--- config.mk ---
export PLATFORM = sky130hd
export DESIGN_NAME = tpu_seq_ctrl
export DESIGN_NICKNAME = d
export VERILOG_FILES = /design/src/rtl/tpu_ctrl_pkg.sv /design/src/rtl/tpu_res_sched.sv /design/src/rtl/tpu_seq_ctrl.sv
export SDC_FILE = /design/constraint.sdc
export NUM_CORES = 1
export LEC_CHECK = 0
export CAP_MARGIN = 20
export CORE_MARGIN = 2
export CORE_UTILIZATION = 41
export CTS_CLUSTER_DIAMETER = 40
export DETAILED_ROUTE_END_ITERATION = 8
export GPL_TIMING_DRIVEN = 0
export PLACE_DENSITY = 0.64
export SLEW_MARGIN = 40
export SYNTH_ARGS = -nofsm -noshare
export SYNTH_HDL_FRONTEND = slang
export SYNTH_SLANG_ARGS = --single-unit
--- constraint.sdc ---
create_clock -name clk -period 2.12 [get_ports clk]
set_input_delay 0.424 -clock clk [delete_from_list [all_inputs] [get_ports clk]]
set_output_delay 0.424 -clock clk [all_outputs]
set_load 0.02 [all_outputs]
--- src/rtl/tpu_ctrl_pkg.sv ---
// Shared types and constants for the TPU tile sequencer and its result-write scheduler.
package tpu_ctrl_pkg;

  typedef enum logic [2:0] {
    StIdle,
    StWfetch,
    StWload,
    StFeed,
    StFlush,
    StDone
  } seq_state_e;

  typedef enum logic [1:0] {
    SchIdle,
    SchWait,
    SchWrite
  } sched_state_e;

  function automatic int unsigned cnt_w(input int unsigned n);
    return (n > 1) ? $clog2(n) : 1;
  endfunction

  localparam int unsigned AddrSizeDflt   = 10;
  localparam int unsigned MatrixSizeDflt = 16;
  localparam int unsigned OutLatDflt     = 34;
  localparam int unsigned FeedCntW       = cnt_w(MatrixSizeDflt);
  localparam int unsigned LatCntW        = 8;

endpackage

--- src/rtl/tpu_res_sched.sv ---
// Result-write window scheduler: armed on the first feed cycle, waits OUT_LAT cycles, then
// emits MATRIX_SIZE consecutive result writes and flags the last one with window_done.
module tpu_res_sched
  import tpu_ctrl_pkg::*;
#(
  parameter int unsigned ADDRESSSIZE = AddrSizeDflt,
  parameter int unsigned MATRIX_SIZE = MatrixSizeDflt,
  parameter int unsigned OUT_LAT     = OutLatDflt
) (
  input  logic                   clk,
  input  logic                   rst,
  input  logic                   abort,
  input  logic                   arm,
  input  logic [ADDRESSSIZE-1:0] res_base,
  output logic                   res_we,
  output logic [ADDRESSSIZE-1:0] res_address,
  output logic                   window_done
);

  localparam int unsigned CntW = cnt_w(MATRIX_SIZE);
  localparam logic [CntW-1:0]        WinLast = CntW'(MATRIX_SIZE - 1);
  localparam logic [CntW-1:0]        CntOne  = CntW'(1);
  localparam logic [LatCntW-1:0]     LatInit = LatCntW'(OUT_LAT - 1);
  localparam logic [LatCntW-1:0]     LatOne  = LatCntW'(1);
  localparam logic [ADDRESSSIZE-1:0] AddrOne = ADDRESSSIZE'(1);

  sched_state_e        st_q, st_d;
  logic [LatCntW-1:0]  lat_q, lat_d;
  logic [CntW-1:0]     wcnt_q, wcnt_d;

  always_comb begin
    st_d   = st_q;
    lat_d  = lat_q;
    wcnt_d = wcnt_q;
    unique case (st_q)
      SchIdle: begin
        if (arm) begin
          lat_d  = LatInit;
          wcnt_d = '0;
          st_d   = (LatInit == '0) ? SchWrite : SchWait;
        end
      end
      SchWait: begin
        lat_d = lat_q - LatOne;
        if (lat_q == LatOne) st_d = SchWrite;
      end
      SchWrite: begin
        if (wcnt_q == WinLast) st_d = SchIdle;
        else wcnt_d = wcnt_q + CntOne;
      end
      default: st_d = SchIdle;
    endcase
  end

  assign window_done = (st_q == SchWrite) && (wcnt_q == WinLast);

  always_ff @(posedge clk) begin
    if (rst) begin
      st_q        <= SchIdle;
      lat_q       <= '0;
      wcnt_q      <= '0;
      res_we      <= 1'b0;
      res_address <= '0;
    end else if (abort) begin
      // Cancel the window; the address output keeps its last value.
      st_q   <= SchIdle;
      res_we <= 1'b0;
    end else begin
      st_q   <= st_d;
      lat_q  <= lat_d;
      wcnt_q <= wcnt_d;
      res_we <= (st_d == SchWrite);
      if (st_d == SchWrite) begin
        res_address <= (st_q != SchWrite) ? res_base : res_address + AddrOne;
      end
    end
  end

endmodule

--- src/rtl/tpu_seq_ctrl.sv ---
// Tile sequencer for the systolic TPU: weight pop/load, activation feed, result-write scheduling.
// Optional busy-cycle performance counter enabled by TPU_SEQ_CTRL_PERF_EN.
module tpu_seq_ctrl
  import tpu_ctrl_pkg::*;
#(
  parameter int unsigned ADDRESSSIZE = AddrSizeDflt,
  parameter int unsigned MATRIX_SIZE = MatrixSizeDflt,
  parameter int unsigned OUT_LAT     = OutLatDflt
) (
  input  logic                   clk,
  input  logic                   rst,
  input  logic                   start,
  input  logic                   abort,
  input  logic                   fifo_empty,
  input  logic [ADDRESSSIZE-1:0] act_base,
  input  logic [ADDRESSSIZE-1:0] res_base,
  output logic                   busy,
  output logic                   end_,
  output logic                   fifo_read_enable,
  output logic                   we_rl,
  output logic                   valid_address,
  output logic [ADDRESSSIZE-1:0] sram_address,
  output logic                   res_we,
  output logic [ADDRESSSIZE-1:0] res_address,
  output logic                   err_empty,
  output logic [31:0]            busy_cycles
);

  localparam int unsigned CntW = cnt_w(MATRIX_SIZE);
  localparam logic [CntW-1:0]        FeedLast = CntW'(MATRIX_SIZE - 1);
  localparam logic [CntW-1:0]        CntOne   = CntW'(1);
  localparam logic [ADDRESSSIZE-1:0] AddrOne  = ADDRESSSIZE'(1);

  seq_state_e              state_q, state_d;
  logic [CntW-1:0]         feed_cnt_q, feed_cnt_d;
  logic [ADDRESSSIZE-1:0]  act_base_q, res_base_q;
  logic                    arm_q;
  logic                    accept;
  logic                    window_done;

  assign accept = (state_q == StIdle) && start && !fifo_empty;

  always_comb begin
    state_d    = state_q;
    feed_cnt_d = feed_cnt_q;
    unique case (state_q)
      StIdle:   if (accept) state_d = StWfetch;
      StWfetch: state_d = StWload;
      StWload: begin
        state_d    = StFeed;
        feed_cnt_d = '0;
      end
      StFeed: begin
        if (feed_cnt_q == FeedLast) state_d = StFlush;
        else feed_cnt_d = feed_cnt_q + CntOne;
      end
      StFlush:  if (window_done) state_d = StDone;
      StDone:   state_d = StIdle;
      default:  state_d = StIdle;
    endcase
    if (abort && (state_q != StIdle)) state_d = StIdle;
  end

  always_ff @(posedge clk) begin
    if (rst) begin
      state_q          <= StIdle;
      feed_cnt_q       <= '0;
      act_base_q       <= '0;
      res_base_q       <= '0;
      arm_q            <= 1'b0;
      busy             <= 1'b0;
      end_             <= 1'b0;
      fifo_read_enable <= 1'b0;
      we_rl            <= 1'b0;
      valid_address    <= 1'b0;
      sram_address     <= '0;
      err_empty        <= 1'b0;
    end else begin
      state_q    <= state_d;
      feed_cnt_q <= feed_cnt_d;
      if (accept) begin
        act_base_q <= act_base;
        res_base_q <= res_base;
      end
      // Outputs are registered copies of the next-state decode.
      arm_q            <= (state_q == StWload) && (state_d == StFeed);
      busy             <= (state_d != StIdle);
      end_             <= (state_d == StDone);
      fifo_read_enable <= (state_d == StWfetch);
      we_rl            <= (state_d == StWload);
      valid_address    <= (state_d == StFeed);
      if (state_d == StFeed) begin
        sram_address <= (state_q == StWload) ? act_base_q : sram_address + AddrOne;
      end
      err_empty <= (state_q == StIdle) && start && fifo_empty;
    end
  end

  tpu_res_sched #(
    .ADDRESSSIZE (ADDRESSSIZE),
    .MATRIX_SIZE (MATRIX_SIZE),
    .OUT_LAT     (OUT_LAT)
  ) u_res_sched (
    .clk         (clk),
    .rst         (rst),
    .abort       (abort),
    .arm         (arm_q),
    .res_base    (res_base_q),
    .res_we      (res_we),
    .res_address (res_address),
    .window_done (window_done)
  );

`ifdef TPU_SEQ_CTRL_PERF_EN
  always_ff @(posedge clk) begin
    if (rst) begin
      busy_cycles <= '0;
    end else if (accept) begin
      busy_cycles <= 32'd1;
    end else if ((state_d != StIdle) && (busy_cycles != '1)) begin
      busy_cycles <= busy_cycles + 32'd1;
    end
  end
`else
  assign busy_cycles = '0;
`endif

endmodule

==> results of run 1 <==
==> per-layer routing <==
metal / GRT usage / share of wire / routed length (microns) / vias to the layer above
li1: - / - / - / 1630
met5: 0 / 0 / 0 / -
met1: 0.263 / 0.47 / 3970 / 1457
met3: 0.0454 / 0.067 / 562 / 11
met2: 0.289 / 0.45 / 3790 / 119
met4: 0.0536 / 0.011 / 90 / 0
==> sequential cells by signal, summed over array words and instances (netlist names), 2 cells and up <==
signal / cells
u_res_sched.st_q: 2
sram_address: 10
feed_cnt_q: 4
u_res_sched.wcnt_q: 4
state_q: 3
res_base_q: 10
u_res_sched.res_address: 10
act_base_q: 10
u_res_sched.lat_q: 8
==> power groups by stage <==
stage                     registers [mW]  clock network (mW)  logic (mW)
after floorplan                     1.37                   0       0.195
after global placement              1.37                   0       0.282
after detailed placement            1.37                   0       0.284
after CTS                           1.34                1.03       0.285
after global routing                1.34                1.09       0.316
final                               1.34                1.01       0.285
==> cell usage in the layout, fill, tap and decap left out, types with 7 or more instances in the layout <==
cell	instances
dfxtp_1	69
nand2_1	61
clkdlybuf4s50_1	50
a21oi_1	40
buf_4	35
conb_1	32
nor2_1	29
nand3_1	18
o21ai_0	14
nor3_1	12
clkbuf_8	11
buf_2	10
nand4_1	10
and2_1	9
a22oi_1	7
==> area by class of cell <==
type,instances,area share
clock buffer,11,0.0343
multi-input combinational,326,0.415
sequential,69,0.313
tap,105,0.0297
clock inverter,5,0.00764
timing repair buffer,50,0.113
buffer,54,0.0818
inverter,7,0.00595
==> through the flow <==
| step | total power, mW | worst slack (ps) | util |
|---|---|---|---|
| 2_1_floorplan | 1.56 | 579 | - |
| 3_3_place_gp | 1.65 | 22.6 | 0.515 |
| 3_5_place_dp | 1.65 | -28.5 | 0.515 |
| 4_1_cts | 2.65 | 222 | 0.538 |
| 5_1_grt | 2.74 | 177 | 0.538 |
| 6_report | 2.63 | 235 | 0.538 |
==> worst min-delay path by stage <==
stage / from / end
global route: abort / state_q[2]$_SDFF_PP0_
global placement: act_base_q[2]$_SDFFE_PP0P_ / act_base_q[2]$_SDFFE_PP0P_
finish: abort / state_q[2]$_SDFF_PP0_
CTS: abort / state_q[2]$_SDFF_PP0_
detailed placement: act_base_q[7]$_SDFFE_PP0P_ / act_base_q[7]$_SDFFE_PP0P_
floorplan: act_base_q[2]$_SDFFE_PP0P_ / act_base_q[2]$_SDFFE_PP0P_
==> kinds of logic (layout without fill, tap and decap cells) <==
kind of cell | after synthesis | after routing | synth area share
flip-flops | 69 | 69 | 0.396
AO/OA/AOI/OAI | 98 | 98 | 0.175
multiplexers | 3 | 3 | 0.00861
buffers and inverters | 61 | 127 | 0.111
other | 1 | 32 | 0.00108
XOR/XNOR | 8 | 8 | 0.0201
AND/OR/NAND/NOR | 178 | 178 | 0.263
adder cells (fa/ha/maj) | 7 | 7 | 0.0244
==> flow_summary.json, run 1 <==
{
  "drc": 0,
  "startpoint": "sram_address[0]$_SDFFE_PP0N_",
  "layout.cells.non_filler": 627,
  "path_buf_inv": 1,
  "start_kind": "flip-flop",
  "postSynthAreaPerCell_sq_um": 8.20,
  "insertion_delay_ps": 340,
  "io_pins": 84,
  "period_share": 0.889,
  "synth_flop_cell": "dfxtp_1",
  "crit_path_end_kind": "output pin",
  "dp_hpwl_microns": 6120,
  "drive_gt1_frac": 0.136,
  "cts_sinks": 69,
  "required_ps": 1700,
  "drt_wl_total_microns": 8410,
  "cellLeakagePower_nw": 1.67,
  "holdWs_ps": 438,
  "critPathMaxStageDelay_ps": 660,
  "maxCapViolations": 0,
  "pwr-share-comb": 0.108,
  "crit_path_top_delay_cell": "clkdlybuf4s50_1",
  "ys_top_cells_by_count": "dfxtp_1 (69), nand2_1 (61), a21oi_1 (40)",
  "final_area_sq_um": 4420,
  "ys_seq_area_frac": 0.396,
  "setup.worst_path.end": "sram_address[0]",
  "seqPwrFrac": 0.508,
  "cts_buffers": 9,
  "die_w_microns": 96.2,
  "place_area_sq_um": 4230,
  "synth-seq-cells": 69,
  "yosys.area.top_type": "dfxtp_1",
  "htree_levels": 3,
  "grt_max_degree": 13,
  "setup_viol": 0,
  "vias_per_cell": 5.13,
  "timing.slew.headroom": 0.616,
  "worstPathCellList": "clkdlybuf4s50_1",
  "min_period_ps": 1880,
  "start_util": 0.424,
  "hold_depth": 2,
  "synthArstFlopShare": 0,
  "synth_edf_count": 0,
  "hold_violations": 0,
  "nNetsFinal": 548,
  "drtPass1Iterations": 5,
  "netSwitchingPower_uw": 693,
  "grt_pass1_wl_microns": 13700,
  "fin_skew_ps": 10.1,
  "multi_input_area_sq_um": 1830,
  "wl_per_cell_microns": 13.4,
  "status": "completed",
  "path_clk_slew_ps": 70,
  "synthMostInstantiatedCell": "dfxtp_1",
  "tns_ps": 0,
  "cp.arrival_ps": 1460,
  "critical_path_class": "flip-flop to output pin",
  "p_clk_frac": 0.383,
  "antenna_found_initial": 0,
  "design.core.area_sq_um": 8220,
  "tightest_slew_ps": 574,
  "synth_top_area_frac": 0.396,
  "nFillCells": 813,
  "grt_overflow_total": 0,
  "r2r-end": "u_res_sched.res_address[6]$_SDFFE_PP0P_",
  "cts_hold_buf": 0,
  "p_sw_frac": 0.263,
  "vias": 3217,
  "register_area_sq_um": 1380,
  "cts_resized": 0,
  "cts_tree": "built",
  "grt_pass1_vias": 2824,
  "fp-row-count": 33,
  "insertedDiodeCount": 0,
  "antenna_left": 0,
  "powerDensity_nw_per_um2": 595,
  "dp.cells": 611,
  "path_max_fanout": 7,
  "grt_util_all_layers": 0.189,
  "gp_congestion": 0.842,
  "min_path_type": "input pin to flip-flop",
  "dieArea_sq_um": 9260,
  "rr_startpoint": "u_res_sched.wcnt_q[0]$_SDFFE_PP0P_",
  "finalMaxSlewViolations": 0,
  "r2r_cells": 6,
  "drtIter0Drc": 190,
  "rsz0062_at_grt": "false",
  "cts_setup_buffers": 0,
  "synth.distinct_cells": 59,
  "r2r_slack_ps": 320,
  "peakVddDrop_uv": 284,
  "cts-root-buf": "clkbuf_8",
  "cts_buffer_depth": 2,
  "chipHeight_microns": 96.2,
  "portBuffers": 50,
  "syn2layout_area_growth_pct": 26.8,
  "yosys-top-cells-area": "dfxtp_1 (40%), buf_4 (7.5%), nand2_1 (6.6%)",
  "cp_top_family": "buffers and inverters",
  "fmax_ghz": 0.531,
  "p_int_mw": 1.94,
  "cp.depth": 1,
  "synthCells": 425,
  "ys_warn_count": 0,
  "synth_area_sq_um": 3490
}
Note: power is estimated with default switching activity, not from simulation.
==> run 2: changes to the inputs <==
--- a/config.mk
+++ b/config.mk
@@ -10,6 +10,7 @@
 export CORE_UTILIZATION = 41
 export CTS_CLUSTER_DIAMETER = 40
 export DETAILED_ROUTE_END_ITERATION = 8
+export GPL_ROUTABILITY_DRIVEN = 0
 export GPL_TIMING_DRIVEN = 0
 export PLACE_DENSITY = 0.64
 export SLEW_MARGIN = 40
==> results of run 2 <==
Final layout, timing and power as in run 1 (identical DEF).
==> run 3: changes to the inputs <==
--- a/config.mk
+++ b/config.mk
@@ -8,7 +8,6 @@
 export CAP_MARGIN = 20
 export CORE_MARGIN = 2
 export CORE_UTILIZATION = 41
-export CTS_CLUSTER_DIAMETER = 40
 export DETAILED_ROUTE_END_ITERATION = 8
 export GPL_ROUTABILITY_DRIVEN = 0
 export GPL_TIMING_DRIVEN = 0
==> results of run 3 <==
Final layout, timing and power as in run 1 (identical DEF).
